`config.mk`:
```
export PLATFORM = sky130hd
export DESIGN_NAME = mux4_rr_arbiter
export DESIGN_NICKNAME = d
export VERILOG_FILES = /design/src/rtl/mux4_rr_arbiter.sv
export SDC_FILE = /design/constraint.sdc
export NUM_CORES = 1
export LEC_CHECK = 0
export ABC_AREA = 1
export CORE_MARGIN = 3
export CORE_UTILIZATION = 60
export DETAILED_ROUTE_END_ITERATION = 16
export DONT_BUFFER_PORTS = 1
export GPL_TIMING_DRIVEN = 1
export PLACE_DENSITY_LB_ADDON = 0.08
export SETUP_SLACK_MARGIN = 0.2
export SLEW_MARGIN = 0
export SYNTH_ARGS = -nofsm -noshare
export SYNTH_HDL_FRONTEND = slang
export SYNTH_SLANG_ARGS = --single-unit
```
`constraint.sdc`:
```
create_clock -name clk -period 2.6 [get_ports clk]
set_input_delay 0.52 -clock clk [delete_from_list [all_inputs] [get_ports clk]]
set_output_delay 0.52 -clock clk [all_outputs]
set_load 0.05 [all_outputs]
```
`src/rtl/mux4_rr_arbiter.sv`:
```
// mux4_rr_arbiter: round-robin arbiter that owns the select of a shared
// 4:1 data multiplexer and forwards the current owner's word to dout.
// A hold limit pre-empts an owner that keeps the path while others wait.
//
// Ports:
//   clk    - system clock, rising edge
//   rst_n  - asynchronous active-low reset
//   req    - request lines, req[i] high = requester i wants the path
//   din    - packed data, requester i drives din[i*WIDTH +: WIDTH]
//   gnt    - registered one-hot grant, zero when idle
//   sel    - registered mux select (index of current owner)
//   busy   - registered, high while a grant is active
//   dout   - combinational, selected data word when busy, else 0
module mux4_rr_arbiter #(
  parameter int unsigned WIDTH    = 8,
  parameter int unsigned MAX_HOLD = 4
) (
  input  logic               clk,
  input  logic               rst_n,
  input  logic [3:0]         req,
  input  logic [4*WIDTH-1:0] din,
  output logic [3:0]         gnt,
  output logic [1:0]         sel,
  output logic               busy,
  output logic [WIDTH-1:0]   dout
);

  localparam logic [3:0] HOLD_MAX = 4'(MAX_HOLD);

  typedef enum logic {
    IDLE  = 1'b0,
    GRANT = 1'b1
  } state_t;

  state_t     state, state_n;
  logic [1:0] ptr, ptr_n;
  logic [3:0] hold_cnt, hold_n;
  logic [3:0] gnt_n;
  logic [1:0] sel_n;
  logic       busy_n;

  logic [1:0] k_idle;
  logic [1:0] k_next;
  logic [3:0] others;
  logic       own_req;

  // First requesting index scanning start, start+1, ... modulo 4.
  function automatic logic [1:0] pick(input logic [1:0] start,
                                      input logic [3:0] r);
    logic [1:0] res;
    logic [1:0] idx;
    logic       found;
    res   = start;
    found = 1'b0;
    for (int i = 0; i < 4; i++) begin
      idx = start + 2'(i);
      if (!found && r[idx]) begin
        res   = idx;
        found = 1'b1;
      end
    end
    return res;
  endfunction

  // Candidate winners: from the rotation pointer when idle, and from the
  // index after the owner on hand-off (the owner is scanned last, so a
  // pre-empt with another request pending never re-picks the owner).
  always_comb begin
    k_idle  = pick(ptr, req);
    k_next  = pick(sel + 2'd1, req);
    others  = req & ~(4'b0001 << sel);
    own_req = req[sel];
  end

  // Next-state and next-output decision.
  always_comb begin
    state_n = state;
    ptr_n   = ptr;
    hold_n  = hold_cnt;
    gnt_n   = gnt;
    sel_n   = sel;
    busy_n  = busy;

    case (state)
      IDLE: begin
        if (|req) begin
          state_n = GRANT;
          gnt_n   = 4'b0001 << k_idle;
          sel_n   = k_idle;
          busy_n  = 1'b1;
          hold_n  = 4'd1;
          ptr_n   = k_idle + 2'd1;
        end
      end

      GRANT: begin
        if (!own_req) begin
          if (|others) begin
            // Release with a waiter: hand off on the same edge.
            gnt_n  = 4'b0001 << k_next;
            sel_n  = k_next;
            hold_n = 4'd1;
            ptr_n  = k_next + 2'd1;
          end else begin
            // Release with nobody waiting: sel and ptr keep their values.
            state_n = IDLE;
            gnt_n   = 4'b0000;
            busy_n  = 1'b0;
            hold_n  = 4'd0;
          end
        end else if ((hold_cnt >= HOLD_MAX) && (|others)) begin
          // Hold limit reached while contended: pre-empt.
          gnt_n  = 4'b0001 << k_next;
          sel_n  = k_next;
          hold_n = 4'd1;
          ptr_n  = k_next + 2'd1;
        end else if (hold_cnt < HOLD_MAX) begin
          hold_n = hold_cnt + 4'd1;
        end
      end

      default: begin
        state_n = IDLE;
        gnt_n   = 4'b0000;
        busy_n  = 1'b0;
        hold_n  = 4'd0;
      end
    endcase
  end

  // State and registered outputs.
  always_ff @(posedge clk or negedge rst_n) begin
    if (!rst_n) begin
      state    <= IDLE;
      ptr      <= 2'd0;
      hold_cnt <= 4'd0;
      gnt      <= 4'b0000;
      sel      <= 2'd0;
      busy     <= 1'b0;
    end else begin
      state    <= state_n;
      ptr      <= ptr_n;
      hold_cnt <= hold_n;
      gnt      <= gnt_n;
      sel      <= sel_n;
      busy     <= busy_n;
    end
  end

  // Shared data path: forward the owner's slice while a grant is active.
  always_comb begin
    dout = '0;
    if (busy) begin
      case (sel)
        2'd0:    dout = din[0*WIDTH +: WIDTH];
        2'd1:    dout = din[1*WIDTH +: WIDTH];
        2'd2:    dout = din[2*WIDTH +: WIDTH];
        default: dout = din[3*WIDTH +: WIDTH];
      endcase
    end
  end

endmodule
```
==> results of run 1 <==
==> cell usage in the layout, fill, tap and decap left out <==
cell	count
a21oi_1	9
a31oi_2	8
a32o_1	1
buf_4	14
buf_6	1
clkbuf_4	3
clkbuf_8	1
clkinv_1	1
dfrtp_1	13
dfrtp_2	1
dlygate4sd3_1	1
ha_1	3
ha_2	2
inv_1	11
inv_2	5
inv_6	1
nand2_1	117
nand2_2	9
nand2_4	1
nand3_1	24
nand3_2	2
nand3b_1	1
nand4_1	1
nor2_1	13
nor2_2	1
nor2_4	3
o21a_1	1
o21ai_0	13
o21ai_1	3
o21ai_2	2
o221ai_1	1
o22ai_1	2
==> logic make-up (layout without fill, tap and decap cells) <==
logic type               Yosys count  count (layout)
AO/OA/AOI/OAI                     40              40
adder cells (fa/ha/maj)            5               5
buffers and inverters             27              38
flip-flops                        14              14
AND/OR/NAND/NOR                  172             172
==> per-stage QoR <==
stage          setup WS [ns]  std cells  instance area [µm²]  hold WS (ns)
2_1_floorplan          0.230        258                 1590         0.224
3_3_place_gp           0.392        292                 1660         0.225
3_5_place_dp           0.320        292                 1660         0.225
4_1_cts                0.259        297                 1710         0.504
5_1_grt                0.174        297                 1720         0.552
6_report               0.290        297                 1720         0.509
==> worst paths after layout <==
path,cells after the start,endpoint,slack (ns),from
worst min register to register,2,hold_cnt[3],0.51,hold_cnt[3]
min in group asynchronous,1,busy,0.68,rst_n
worst max register to register,16,ptr[1],0.40,sel[0]
max in group asynchronous,1,sel[0],1.50,rst_n
worst max-delay path,6,dout[4],0.29,sel[0]
worst min-delay path,2,hold_cnt[3],0.51,hold_cnt[3]
==> worst max-delay path: stages (launching register included) <==
cell and delay, ns:
dfrtp_2 0.46, buf_6 0.19, ha_1 0.22, buf_4 0.17, a21oi_1 0.16, a31oi_2 0.11, buf_4 0.20
==> sequential cells by signal (all words and copies together) (netlist names) <==
name / flops
ptr: 2
sel: 2
gnt: 4
hold_cnt: 4
state: 1
busy: 1
==> per-layer routing <==
| metal | GRT usage | vias up | part of all wire |
|---|---|---|---|
| li1 | - | 866 | - |
| met1 | 0.287 | 751 | 0.40 |
| met2 | 0.449 | 79 | 0.49 |
| met3 | 0.0759 | 4 | 0.099 |
| met4 | 0.0610 | 0 | 0.0069 |
| met5 | 0 | - | 0 |
==> cell type report <==
cell class / count / area (µm²) / share of cell area
multi-input combinational: 217 / 1100 / 0.639
sequential: 14 / 352 / 0.204
timing repair buffer: 16 / 126 / 0.0735
inverter: 18 / 72.6 / 0.0422
clock buffer: 4 / 36.3 / 0.0211
tap: 28 / 35.0 / 0.0204
==> repair_timing <==
item	4_1_cts	5_1_grt
setup endpoints to repair	0	16
gates resized for setup	0	6
endpoints found under the hold margin	14	0
hold buffers	1	0
buffers inserted	0	0
==> flow_metrics.env, run 1 <==
export IMPL_skew_ns=0.00551
export IMPL_crit_arrival_ns=1.79
export IMPL_route_detailed_drc=0
export IMPL_finalWirelength_um=3930
export IMPL_cts_clk_slew_worst_paths_ns=0.08
export IMPL_fill_cells=208
export IMPL_synth_area_um2=1540
export IMPL_setup_violations=0
export IMPL_clkLatencyLatePin_ns=0.28
export IMPL_yosysMostFrequentCell="nand2_1"
export IMPL_start_kind="register"
export IMPL_die_area_um2=3200
export IMPL_cts_tree="built"
export IMPL_status="completed"
export IMPL_fin_setup_tns_ns=0
export IMPL_ys_ff_latch=14
export IMPL_io_buffers=0
export IMPL_synth_compound_area_frac=0.151
export IMPL_wl_per_cell_um=13.2
export IMPL_viasPerCell=5.72
export IMPL_synth_simple_area_share=0.488
export IMPL_cp_end_kind="output port"
export IMPL_cts_sinks=14
export IMPL_yosys_area_share_xor_xnor=0
export IMPL_worstHoldPathType="register to register"
export IMPL_yosys_area_top_type="nand2_1"
export IMPL_grt_ovfl_total=0
export IMPL_ys_types=29
export IMPL_grt_use_total=0.250
export IMPL_die_width_um=56.6
export IMPL_period_share=0.888
export IMPL_final_max_slew_viol_count=0
export IMPL_clockBufferDepth=2
export IMPL_firstDrtPassIters=4
export IMPL_ys_seq_area_frac=0.228
export IMPL_syn_nets=301
export IMPL_synth_top_family_by_area="simple AND/OR/NAND/NOR gates"
export IMPL_crit_type="register to output port"
export IMPL_cts_root_buf="clkbuf_4"
export IMPL_area_growth_pct=12.0
export IMPL_grt_first_pass_wirelength_um=6510
export IMPL_synth_fa_ha_area_frac=0.0407
export IMPL_ant_nets=0
export IMPL_htreeDepth=1
export IMPL_initial_core_util=0.663
export IMPL_placementRows=17
export IMPL_worstPathMaxFanout=10
export IMPL_syn_avg_cell_area_um2=5.96
export IMPL_synth_cells=258
export IMPL_ys_async_sr_fraction=1.00
export IMPL_diodes=0
export IMPL_tightest_slew_ns=0.597
export IMPL_antenna_found_initial=0
export IMPL_maxCapViolations=0
export IMPL_finalHoldViolCount=0
export IMPL_numCtsBuffers=3
export IMPL_io_pin_count=53
export IMPL_grt_max_degree=15
export IMPL_dieHeight_um=56.6
export IMPL_coreArea_um2=2320
export IMPL_muxShareOfSynthArea=0
export IMPL_synth_main_ff_cell="dfrtp_1"
export IMPL_drive_gt1_frac=0.201
export IMPL_synth_area_top_cells="nand2_1 29%, dfrtp_1 23%, nand3_1 7.8%"
export IMPL_synth_edf_count=0
export IMPL_final_util=0.742
export IMPL_gp_congestion=0.921
export IMPL_vias=1700
export IMPL_synthTopCellsByCount="117 x nand2_1, 24 x nand3_1, 14 x dfrtp_1"
export IMPL_relSlewSlack=0.601
export IMPL_rsz0062_at_grt="true"
export IMPL_fin_crit_ns=2.31
export IMPL_ys_warn_count=0
export IMPL_drt_iter0_markers=74
export IMPL_grt_pass1_vias=1546
export IMPL_synth_top_area_share=0.286
export IMPL_fin_nets=313
export IMPL_fmax_mhz=433
export IMPL_dp_hpwl_um=3160
export IMPL_crit_required_ns=2.08
Power of run 1 is not shown: default switching activity piles up to over one toggle a cycle in this logic, so the estimate is an artifact.
==> run 2, diff against run 1 <==
- CELL_PAD_IN_SITES_DETAIL_PLACEMENT: not set -> 1
- CELL_PAD_IN_SITES_GLOBAL_PLACEMENT: not set -> 1
- CORE_UTILIZATION: 60 -> 42
==> run 2 against run 1 <==
Die area increased by 38%. Final area is 3.5% higher. Clock skew shrank 0.0023 ns. Critical path type unchanged.
==> flow_metrics.env, run 2 (same netlist as run 1, synthesis figures left out) <==
export IMPL_status="completed"
export IMPL_grt_first_pass_wirelength_um=7850
export IMPL_coreArea_um2=3440
export IMPL_dieHeight_um=66.5
export IMPL_r2r_end="ptr[1]"
export IMPL_min_to="hold_cnt[3]"
export IMPL_crit_type="register to output port"
export IMPL_antenna_found_initial=0
export IMPL_route_detailed_drc=0
export IMPL_finalHoldViolCount=0
export IMPL_fin_ws_ns=0.276
export IMPL_tightest_slew_ns=0.660
export IMPL_diodes=0
export IMPL_skew_ns=0.00318
export IMPL_clkLatencyLatePin_ns=0.25
export IMPL_r2r_start="sel[0]"
export IMPL_cts_tree="built"
export IMPL_final_common_cell="nand2_1"
export IMPL_drt_iter0_markers=60
export IMPL_setup_violations=0
export IMPL_relSlewSlack=0.558
export IMPL_viasPerCell=5.46
export IMPL_drive_gt1_frac=0.212
export IMPL_rsz0062_at_grt="true"
export IMPL_wl_per_cell_um=15.5
export IMPL_worstPathMaxFanout=10
export IMPL_fin_crit_ns=2.32
export IMPL_maxCapViolations=0
export IMPL_reg2reg_depth=11
export IMPL_placementRows=21
export IMPL_area_growth_pct=15.9
export IMPL_finalWirelength_um=4890
export IMPL_stdcell_count=315
export IMPL_start_kind="register"
export IMPL_numCtsBuffers=3
export IMPL_place_inst=310
export IMPL_cts_setup_buffers=0
export IMPL_io_buffers=0
export IMPL_cts_root_buf="clkbuf_8"
export IMPL_die_area_um2=4420
export IMPL_final_cell_mix="117 x nand2_1, 23 x nand3_1, 15 x buf_4"
export IMPL_design_area_um2=1780
export IMPL_fin_nets=313
export IMPL_grt_max_degree=15
export IMPL_ant_nets=0
export IMPL_placed_area_um2=1690
export IMPL_dp_hpwl_um=3810
export IMPL_worstHoldPathType="register to register"
export IMPL_final_max_slew_viol_count=0
export IMPL_fill_cells=486
export IMPL_io_pin_count=53
export IMPL_fmax_mhz=430
export IMPL_clockBufferDepth=2
export IMPL_min_delay_start="hold_cnt[3]"
export IMPL_grt_ovfl_total=0
export IMPL_cts_sinks=14
export IMPL_gp_congestion=0.790
export IMPL_hold_depth=2
export IMPL_fin_setup_tns_ns=0
export IMPL_grt_use_total=0.230
export IMPL_htreeDepth=1
export IMPL_firstDrtPassIters=4
export IMPL_cts_clk_slew_worst_paths_ns=0.06
export IMPL_crit_required_ns=2.08
export IMPL_biggestRegsByFlops="gnt x4, hold_cnt x4"
export IMPL_pre_cts_ws_ns=0.259
export IMPL_die_width_um=66.5
export IMPL_r2r_setup_slack_ns=0.41
export IMPL_initial_core_util=0.446
export IMPL_cp_end_kind="output port"
export IMPL_crit_arrival_ns=1.80
export IMPL_period_share=0.894
export IMPL_vias=1719
export IMPL_grt_pass1_vias=1601
==> run 2: cell types whose count changed in the layout (fill, tap and decap cells not counted), moves of 2 or more <==
cell	delta
a21oi_2	+2
clkbuf_8	+3
a21oi_1	-2
ha_2	-2
clkbuf_4	-3
==> run 2: final cells by class <==
| class | count | area (µm²) | area share |
|---|---|---|---|
| clock buffer | 4 | 55.1 | 0.0309 |
| inverter | 18 | 72.6 | 0.0408 |
| multi-input combinational | 217 | 1120 | 0.630 |
| sequential | 14 | 352 | 0.197 |
| tap | 46 | 57.6 | 0.0323 |
| timing repair buffer | 16 | 123 | 0.0689 |
==> run 2: how the worst max path moves through the flow <==
stage | start | endpoint | slack (ns) | depth (start not counted)
after floorplan | sel[1] | ptr[1] | 0.23 | 17
after global routing | sel[0] | ptr[1] | 0.18 | 18
after detailed placement | sel[1] | ptr[1] | 0.26 | 16
after global placement | sel[0] | sel[0] | 0.33 | 9
final | sel[0] | dout[6] | 0.28 | 6
after CTS | sel[1] | ptr[1] | 0.20 | 16
==> run 2: routing by layer <==
layer  global-route usage  up-vias  part of all wire
li1                     -      861                 -
met1                0.319      811              0.46
met2                0.368       43              0.48
met3               0.0540        4             0.058
met4               0.0355        0            0.0051
met5                    0        -                 0
==> run 2: per-stage QoR <==
step | utilization | hold WS (ns)
2_1_floorplan | - | 0.224
3_3_place_gp | 0.490 | 0.225
3_5_place_dp | 0.490 | 0.225
4_1_cts | 0.509 | 0.507
5_1_grt | 0.517 | 0.523
6_report | 0.517 | 0.508
==> run 2: critical path, cell delays in order (launching register included) <==
cell     delay, ns
dfrtp_2       0.43
buf_4         0.23
ha_1          0.24
buf_4         0.17
a21oi_1       0.17
a31oi_2       0.10
buf_4         0.20
==> run 2: what timing repair did <==
item,in CTS,in global routing
hold buffers,1,0
hold endpoints to repair,14,0
setup endpoints to repair,0,10
resized for setup,0,10
Power of run 2 is left out for the same reason.
==> run 3, diff against run 2 <==
- CTS_CLUSTER_DIAMETER: not set -> 50
==> results of run 3 <==
Same layout as run 2: the final DEF is identical, and so are final timing and power.
Power of run 3 is left out for the same reason.
